## config.mk

```make
export PLATFORM = sky130hd
export DESIGN_NAME = stage2_id_hz
export DESIGN_NICKNAME = d
export VERILOG_FILES = /design/src/rtl/stage2_id_hz.sv
export SDC_FILE = /design/constraint.sdc
export NUM_CORES = 2
export LEC_CHECK = 0
export CORE_MARGIN = 2
export CORE_UTILIZATION = 50
export DETAILED_ROUTE_END_ITERATION = 12
export PLACE_DENSITY_LB_ADDON = 0.3
export SYNTH_ARGS = -nofsm -noshare
export SYNTH_HDL_FRONTEND = slang
export SYNTH_SLANG_ARGS = --single-unit
```

## constraint.sdc

```tcl
create_clock -name clk -period 98.5 [get_ports clk]
set_input_delay 14.775 -clock clk [delete_from_list [all_inputs] [get_ports clk]]
set_output_delay 14.775 -clock clk [all_outputs]
set_load 0.01 [all_outputs]
```

## src/rtl/stage2_id_hz.sv

```systemverilog
// stage2_id_hz: parametrised MIPS instruction-decode stage with register file, load-use stall,
// flush bubbles and a saturating stall counter. Optional macro ID_WRITE_BYPASS_EN: same-cycle WB->ID bypass.
module stage2_id_hz #(
  parameter int DW    = 32,
  parameter int NREGS = 32,
  parameter int CNTW  = 16
) (
  input  logic            clk,
  input  logic            reset,
  input  logic [31:0]     inst,
  input  logic [DW-1:0]   pc4,
  input  logic            flush,
  input  logic            regwrite,
  input  logic [4:0]      wrreg,
  input  logic [DW-1:0]   wrdata,
  output logic            stall,
  output logic            valid,
  output logic [DW-1:0]   pc4_out,
  output logic [4:0]      rt,
  output logic [4:0]      rd,
  output logic [DW-1:0]   seimm,
  output logic [DW-1:0]   data1,
  output logic [DW-1:0]   data2,
  output logic            regdst,
  output logic            branch,
  output logic            memread,
  output logic            memtoreg,
  output logic            memwrite,
  output logic            alusrc,
  output logic            regwrite_out,
  output logic [1:0]      aluop,
  output logic [DW-1:0]   id_regrs,
  output logic [DW-1:0]   id_regrt,
  output logic [CNTW-1:0] stall_cnt
);

  localparam int              AW      = (NREGS > 1) ? $clog2(NREGS) : 1;
  localparam logic [5:0]      NREGS_V = 6'(NREGS);
  localparam logic [CNTW-1:0] CNT_MAX = '1;

  typedef struct packed {
    logic       regdst;
    logic       branch;
    logic       memread;
    logic       memtoreg;
    logic       memwrite;
    logic       alusrc;
    logic       regwrite;
    logic [1:0] aluop;
  } ctrl_t;

  logic [DW-1:0]   regs_r [NREGS];
  ctrl_t           ctrl_s;
  ctrl_t           ctrl_r;
  logic            valid_r;
  logic            hazard_s;
  logic            stall_s;
  logic            we_s;
  logic [DW-1:0]   pc4_r;
  logic [DW-1:0]   seimm_r;
  logic [DW-1:0]   data1_r;
  logic [DW-1:0]   data2_r;
  logic [DW-1:0]   seimm_s;
  logic [DW-1:0]   rs_val_s;
  logic [DW-1:0]   rt_val_s;
  logic [4:0]      rt_r;
  logic [4:0]      rd_r;
  logic [CNTW-1:0] stall_cnt_r;

  // Index 0 and indices beyond the implemented file are hardwired to zero.
  function automatic logic reg_ok(input logic [4:0] idx);
    return (idx != 5'd0) && ({1'b0, idx} < NREGS_V);
  endfunction

  function automatic logic [DW-1:0] rf_read(input logic [4:0] idx);
    logic [DW-1:0] val;
    if (!reg_ok(idx)) begin
      val = '0;
`ifdef ID_WRITE_BYPASS_EN
    end else if (regwrite && (wrreg == idx)) begin
      val = wrdata;
`endif
    end else begin
      val = regs_r[idx[AW-1:0]];
    end
    return val;
  endfunction

  assign we_s    = regwrite & reg_ok(wrreg);
  assign seimm_s = DW'($signed(inst[15:0]));

  // Register file write port.
  always_ff @(posedge clk or posedge reset) begin
    if (reset) begin
      for (int i = 0; i < NREGS; i++) begin
        regs_r[i] <= '0;
      end
    end else if (we_s) begin
      regs_r[wrreg[AW-1:0]] <= wrdata;
    end
  end

  // Register file read ports for $rs and $rt.
  always_comb begin
    rs_val_s = rf_read(inst[25:21]);
    rt_val_s = rf_read(inst[20:16]);
  end

  // Opcode to control decode.
  always_comb begin
    ctrl_s = '0;
    case (inst[31:26])
      6'h00: begin
        ctrl_s.regdst   = 1'b1;
        ctrl_s.regwrite = 1'b1;
        ctrl_s.aluop    = 2'd2;
      end
      6'h23: begin
        ctrl_s.alusrc   = 1'b1;
        ctrl_s.memread  = 1'b1;
        ctrl_s.memtoreg = 1'b1;
        ctrl_s.regwrite = 1'b1;
        ctrl_s.aluop    = 2'd0;
      end
      6'h2b: begin
        ctrl_s.alusrc   = 1'b1;
        ctrl_s.memwrite = 1'b1;
        ctrl_s.aluop    = 2'd0;
      end
      6'h04: begin
        ctrl_s.branch = 1'b1;
        ctrl_s.aluop  = 2'd1;
      end
      default: ctrl_s = '0;
    endcase
  end

  // Load-use detection against the load currently in EX; a flush overrides the stall.
  always_comb begin
    hazard_s = ctrl_r.memread & valid_r & (rt_r != 5'd0) &
               ((rt_r == inst[25:21]) | (rt_r == inst[20:16]));
    stall_s  = hazard_s & ~flush;
  end

  // ID/EX pipeline bank; flush or hazard injects a bubble.
  always_ff @(posedge clk or posedge reset) begin
    if (reset) begin
      valid_r <= 1'b0;
      ctrl_r  <= '0;
      pc4_r   <= '0;
      rt_r    <= 5'd0;
      rd_r    <= 5'd0;
      seimm_r <= '0;
      data1_r <= '0;
      data2_r <= '0;
    end else begin
      pc4_r   <= pc4;
      rt_r    <= inst[20:16];
      rd_r    <= inst[15:11];
      seimm_r <= seimm_s;
      data1_r <= rs_val_s;
      data2_r <= rt_val_s;
      if (flush || hazard_s) begin
        valid_r <= 1'b0;
        ctrl_r  <= '0;
      end else begin
        valid_r <= 1'b1;
        ctrl_r  <= ctrl_s;
      end
    end
  end

  // Saturating count of stalled cycles.
  always_ff @(posedge clk or posedge reset) begin
    if (reset) begin
      stall_cnt_r <= '0;
    end else if (stall_s && (stall_cnt_r != CNT_MAX)) begin
      stall_cnt_r <= stall_cnt_r + CNTW'(1);
    end
  end

  assign stall        = stall_s;
  assign valid        = valid_r;
  assign pc4_out      = pc4_r;
  assign rt           = rt_r;
  assign rd           = rd_r;
  assign seimm        = seimm_r;
  assign data1        = data1_r;
  assign data2        = data2_r;
  assign regdst       = ctrl_r.regdst;
  assign branch       = ctrl_r.branch;
  assign memread      = ctrl_r.memread;
  assign memtoreg     = ctrl_r.memtoreg;
  assign memwrite     = ctrl_r.memwrite;
  assign alusrc       = ctrl_r.alusrc;
  assign regwrite_out = ctrl_r.regwrite;
  assign aluop        = ctrl_r.aluop;
  assign id_regrs     = rs_val_s;
  assign id_regrt     = rt_val_s;
  assign stall_cnt    = stall_cnt_r;

endmodule

```

==> results.md <==
• **result of the run** completed
• **primary flip-flop cell chosen by synthesis mapping** dfrtp_1
• **Worst Path Class, Setup** primary input to output pin
• **synthesized netlist cell count** 4,031
• **number of I/O pins** 334
• **cell with the most instances on the worst path** buf_4
• **max-slew headroom at the worst pin** 10.5%
• **post-synthesis net count** 4,137
• **number of input and output port buffers inserted** 333
• **Detail Route Antenna Nets** 0
• **most used standard cells in the synthesized netlist** 1,165 x dfrtp_1, 1,021 x mux2_2, 384 x mux4_2
• **Power Dens Cells** 20.7 nW/um^2
• **fraction of the cycle the final worst path needs** 34.6%
• **Worst Setup Start Kind** primary input
• **number of distinct library cells after synthesis** 58
• **post-synth top area cell** dfrtp_1
• **post-layout util** 57.4%
• **most numerous cell in the Yosys netlist** dfrtp_1
• **clock insertion delay at the later pin of the skew report** 760 ps
• **clock slew at the register clock pins of the worst setup and hold paths** 60 ps
• **initial antenna violation count** 12
• **post-synthesis async set-or-reset flop share** 100%
• **site row count** 126
• **number of hold-repair buffers added at the cts stage** 0
• **peak per-stage delay on the critical path** 820 ps
• **maximum number of buffers from clock root to sink** 3
• **list of cells traversed by the critical path** buf_8 > buf_4 > buf_12 > nand3b_1 > buf_4 > o22ai_1 > a211oi_1 > nand2_1 > and3_1 > clkdlybuf4s50_1
• **number of nets in the layout** 4,238
• **largest fanout of any net on the critical path** 100
• **Critical-path top delay cell** buf_4
• **sum of net half-perimeters after detailed placement** 104,000 um
• **via total after detailed routing** 38,500
• **RR Startpoint** rt[1]
• **Critical path destination** id_regrt[17]
• **Routed WL per cell** 31.5 um
• **setup repair after global routing missed its margin** false
• **pin count of the biggest net entering global routing** 125
• **worst reg2reg path depth** 5
• **Hold Fails Final Rpt** 0
• **average size of a mapped cell** 14.7 um^2
• **Final Critical Period** 34,040 ps
• **core footprint** 118,000 um^2
• **Required @ worst endpoint** 83,720 ps
• **Total Die Area** 121,000 um^2
• **P&R area growth vs syn** 14.0%
• **fillcell total** 9,266
• **EDFF count, synth** 0
• **layout cell share with drive strength beyond 1** 42.8%
• **total setup violations reported at the end of the flow** 0
• **level count of the clock H-tree** 4
• **P_leak** 29.4 nW
• **main area contributors after synthesis** dfrtp_1 49%, mux2_2 19%, mux4_2 15%
• **total power** 1.40 mW
• **final-layout worst hold slack** 399 ps
• **max-slew violation count** 0
• **share of the synthesized area in the top cell type** 49.1%
• **total negative slack for setup checks** 0 ps
• **Die H** 349 um
• **hold path depth** 0
• **initial core utilization** 50.3%
• **worst slack at placement** 64,460 ps
• **class of the most critical hold timing path** register to register
• **sequential area share after synthesis** 49.1%
• **number of CTS-inserted buffers** 132
• **iteration count of the initial detailed-routing pass** 7
• **Synthesis Warnings** 0
• **number of gates given a new drive strength after cts** 0
• **GRT overflow** 0
• **setup repair bufs after CTS** 0
• **total detailed-routing wirelength** 182,000 um
• **residual DRC count** 0
• **post-detailed-route via-to-cell ratio** 6.66
• **R2R Setup Slk** 95,890 ps
• **Critical Path End Type** output pin
• **total routing usage reported by global routing** 30.3%
• **clock tree from TritonCTS** built
• **weighted congestion at the end of routability-driven global placement** 0.830
• **Chip Width** 349 um
• **Detailed Route Iter0 Violations** 3,972
• **CTS root buffer** clkbuf_16
• **setup slack after layout** 64,460 ps
• **maximum frequency from static timing analysis** 29.4 MHz
• **max_cap viols** 0
• **vias in the first global route** 39,300
• **start point of the critical path** inst[16]
• **TritonCTS Sinks** 1,165
• **largest voltage drop on the vdd net** 17.6 uV
• **measured slew at the worst slew-check pin** 1340 ps
• **setup skew after layout** 33.9 ps
• **endpoint of the worst-slack reg-to-reg timing path** stall_cnt[14]
• **mapped cell area** 59,400 um^2
• **flip-flop and latch count after synthesis** 1,165
• **wire length of the first global-routing pass** 270,000 um
• **Data arrival, critical path** 19,260 ps
==> sequential cells by signal, summed over array words and instances, names as in the netlist <==
| register | flops |
|---|---|
| stall_cnt | 16 |
| memwrite | 1 |
| memread | 1 |
| rd | 5 |
| data1 | 32 |
| valid | 1 |
| alusrc | 1 |
| regwrite_out | 1 |
| pc4_out | 32 |
| seimm | 11 |
| data2 | 32 |
| aluop | 2 |
| rt | 5 |
| regdst | 1 |
| regs_r | 1024 |
==> power breakdown <==
group / leakage (nW) / switching, mW / internal, mW
sequential: 14.9 / 0.0626 / 0.564
clock: 2.18 / 0.204 / 0.295
combinational: 12.3 / 0.113 / 0.159
total: 29.4 / 0.380 / 1.02
==> per-stage QoR <==
step	cell area, um^2	cells
after floorplan	59400	4031
after global placement	63200	5534
after detailed placement	63200	5534
after CTS	67600	5773
after global routing	67600	5774
final	67600	5776
==> cells by family (layout without fill, tap and decap cells) <==
group                      count (synthesis)  in the layout  synth area share (%)
muxes                                   1730           1730                  39.4
xor gates and xnor gates                  24             24                 0.354
AOI/OAI and AO/OA                        315            315                  4.37
and+or+nand+nor                          338            338                  2.81
adders and majority gates                  1              1                0.0211
other                                      0              3                     0
DFF                                     1165           1165                  49.1
buffers and inverters                    458            664                  3.92
==> worst min path at each step <==
stage,startpoint,to,slack [ps]
2_1_floorplan,regs_r[1004],regs_r[1004],440
3_3_place_gp,regs_r[1021],regs_r[1021],380
5_1_grt,regs_r[1023],regs_r[1023],400
3_5_place_dp,regs_r[1018],regs_r[1018],380
6_report,regs_r[1018],regs_r[1018],400
4_1_cts,regs_r[1023],regs_r[1023],400
==> worst max-delay path, delay by kind of cell <==
| family | cells | cell delay (ps) |
|---|---|---|
| buf+inv | 5 | 3080 |
| simple gates | 3 | 750 |
| compound gates | 2 | 460 |
==> area by class of cell <==
class                   count  area [um^2]  area share [%]
diodes                      3         7.51          0.0111
well taps                1536         1920            2.84
inverters                   3         18.8          0.0277
repair buffers            422         4040            5.97
flip-flops and latches   1165        29200            43.1
clock inverters            43          468           0.692
multi-input cells        2408        28100            41.6
clock buffers             196         3930            5.81
==> routing by layer <==
metal	global-route usage, %	vias to the layer above	part of all wire, %
met1	41.9	20600	41
met3	7.45	447	9.4
met4	12.2	14	4.0
met5	0	-	0.046
li1	-	15500	-
met2	46.1	1895	46
==> cells in the final DEF (no fill, tap or decap), drive strengths merged, types with 26 or more instances in the layout <==
| cell | Yosys | layout |
|---|---|---|
| dfrtp | 1165 | 1165 |
| mux2 | 1021 | 1021 |
| mux4 | 384 | 384 |
| mux2i | 325 | 325 |
| clkdlybuf4s50 | 0 | 323 |
| clkbuf | 192 | 196 |
| nand2 | 179 | 179 |
| buf | 263 | 99 |
| a22oi | 97 | 97 |
| a21oi | 59 | 59 |
| nor2 | 39 | 39 |
| o22ai | 32 | 32 |
| o2111a | 32 | 32 |
| a2111oi | 32 | 32 |
| and3 | 28 | 28 |
| o221ai | 27 | 27 |
| a211oi | 27 | 27 |
| clkinv | 0 | 26 |
Note: power is estimated with default switching activity, not from simulation.
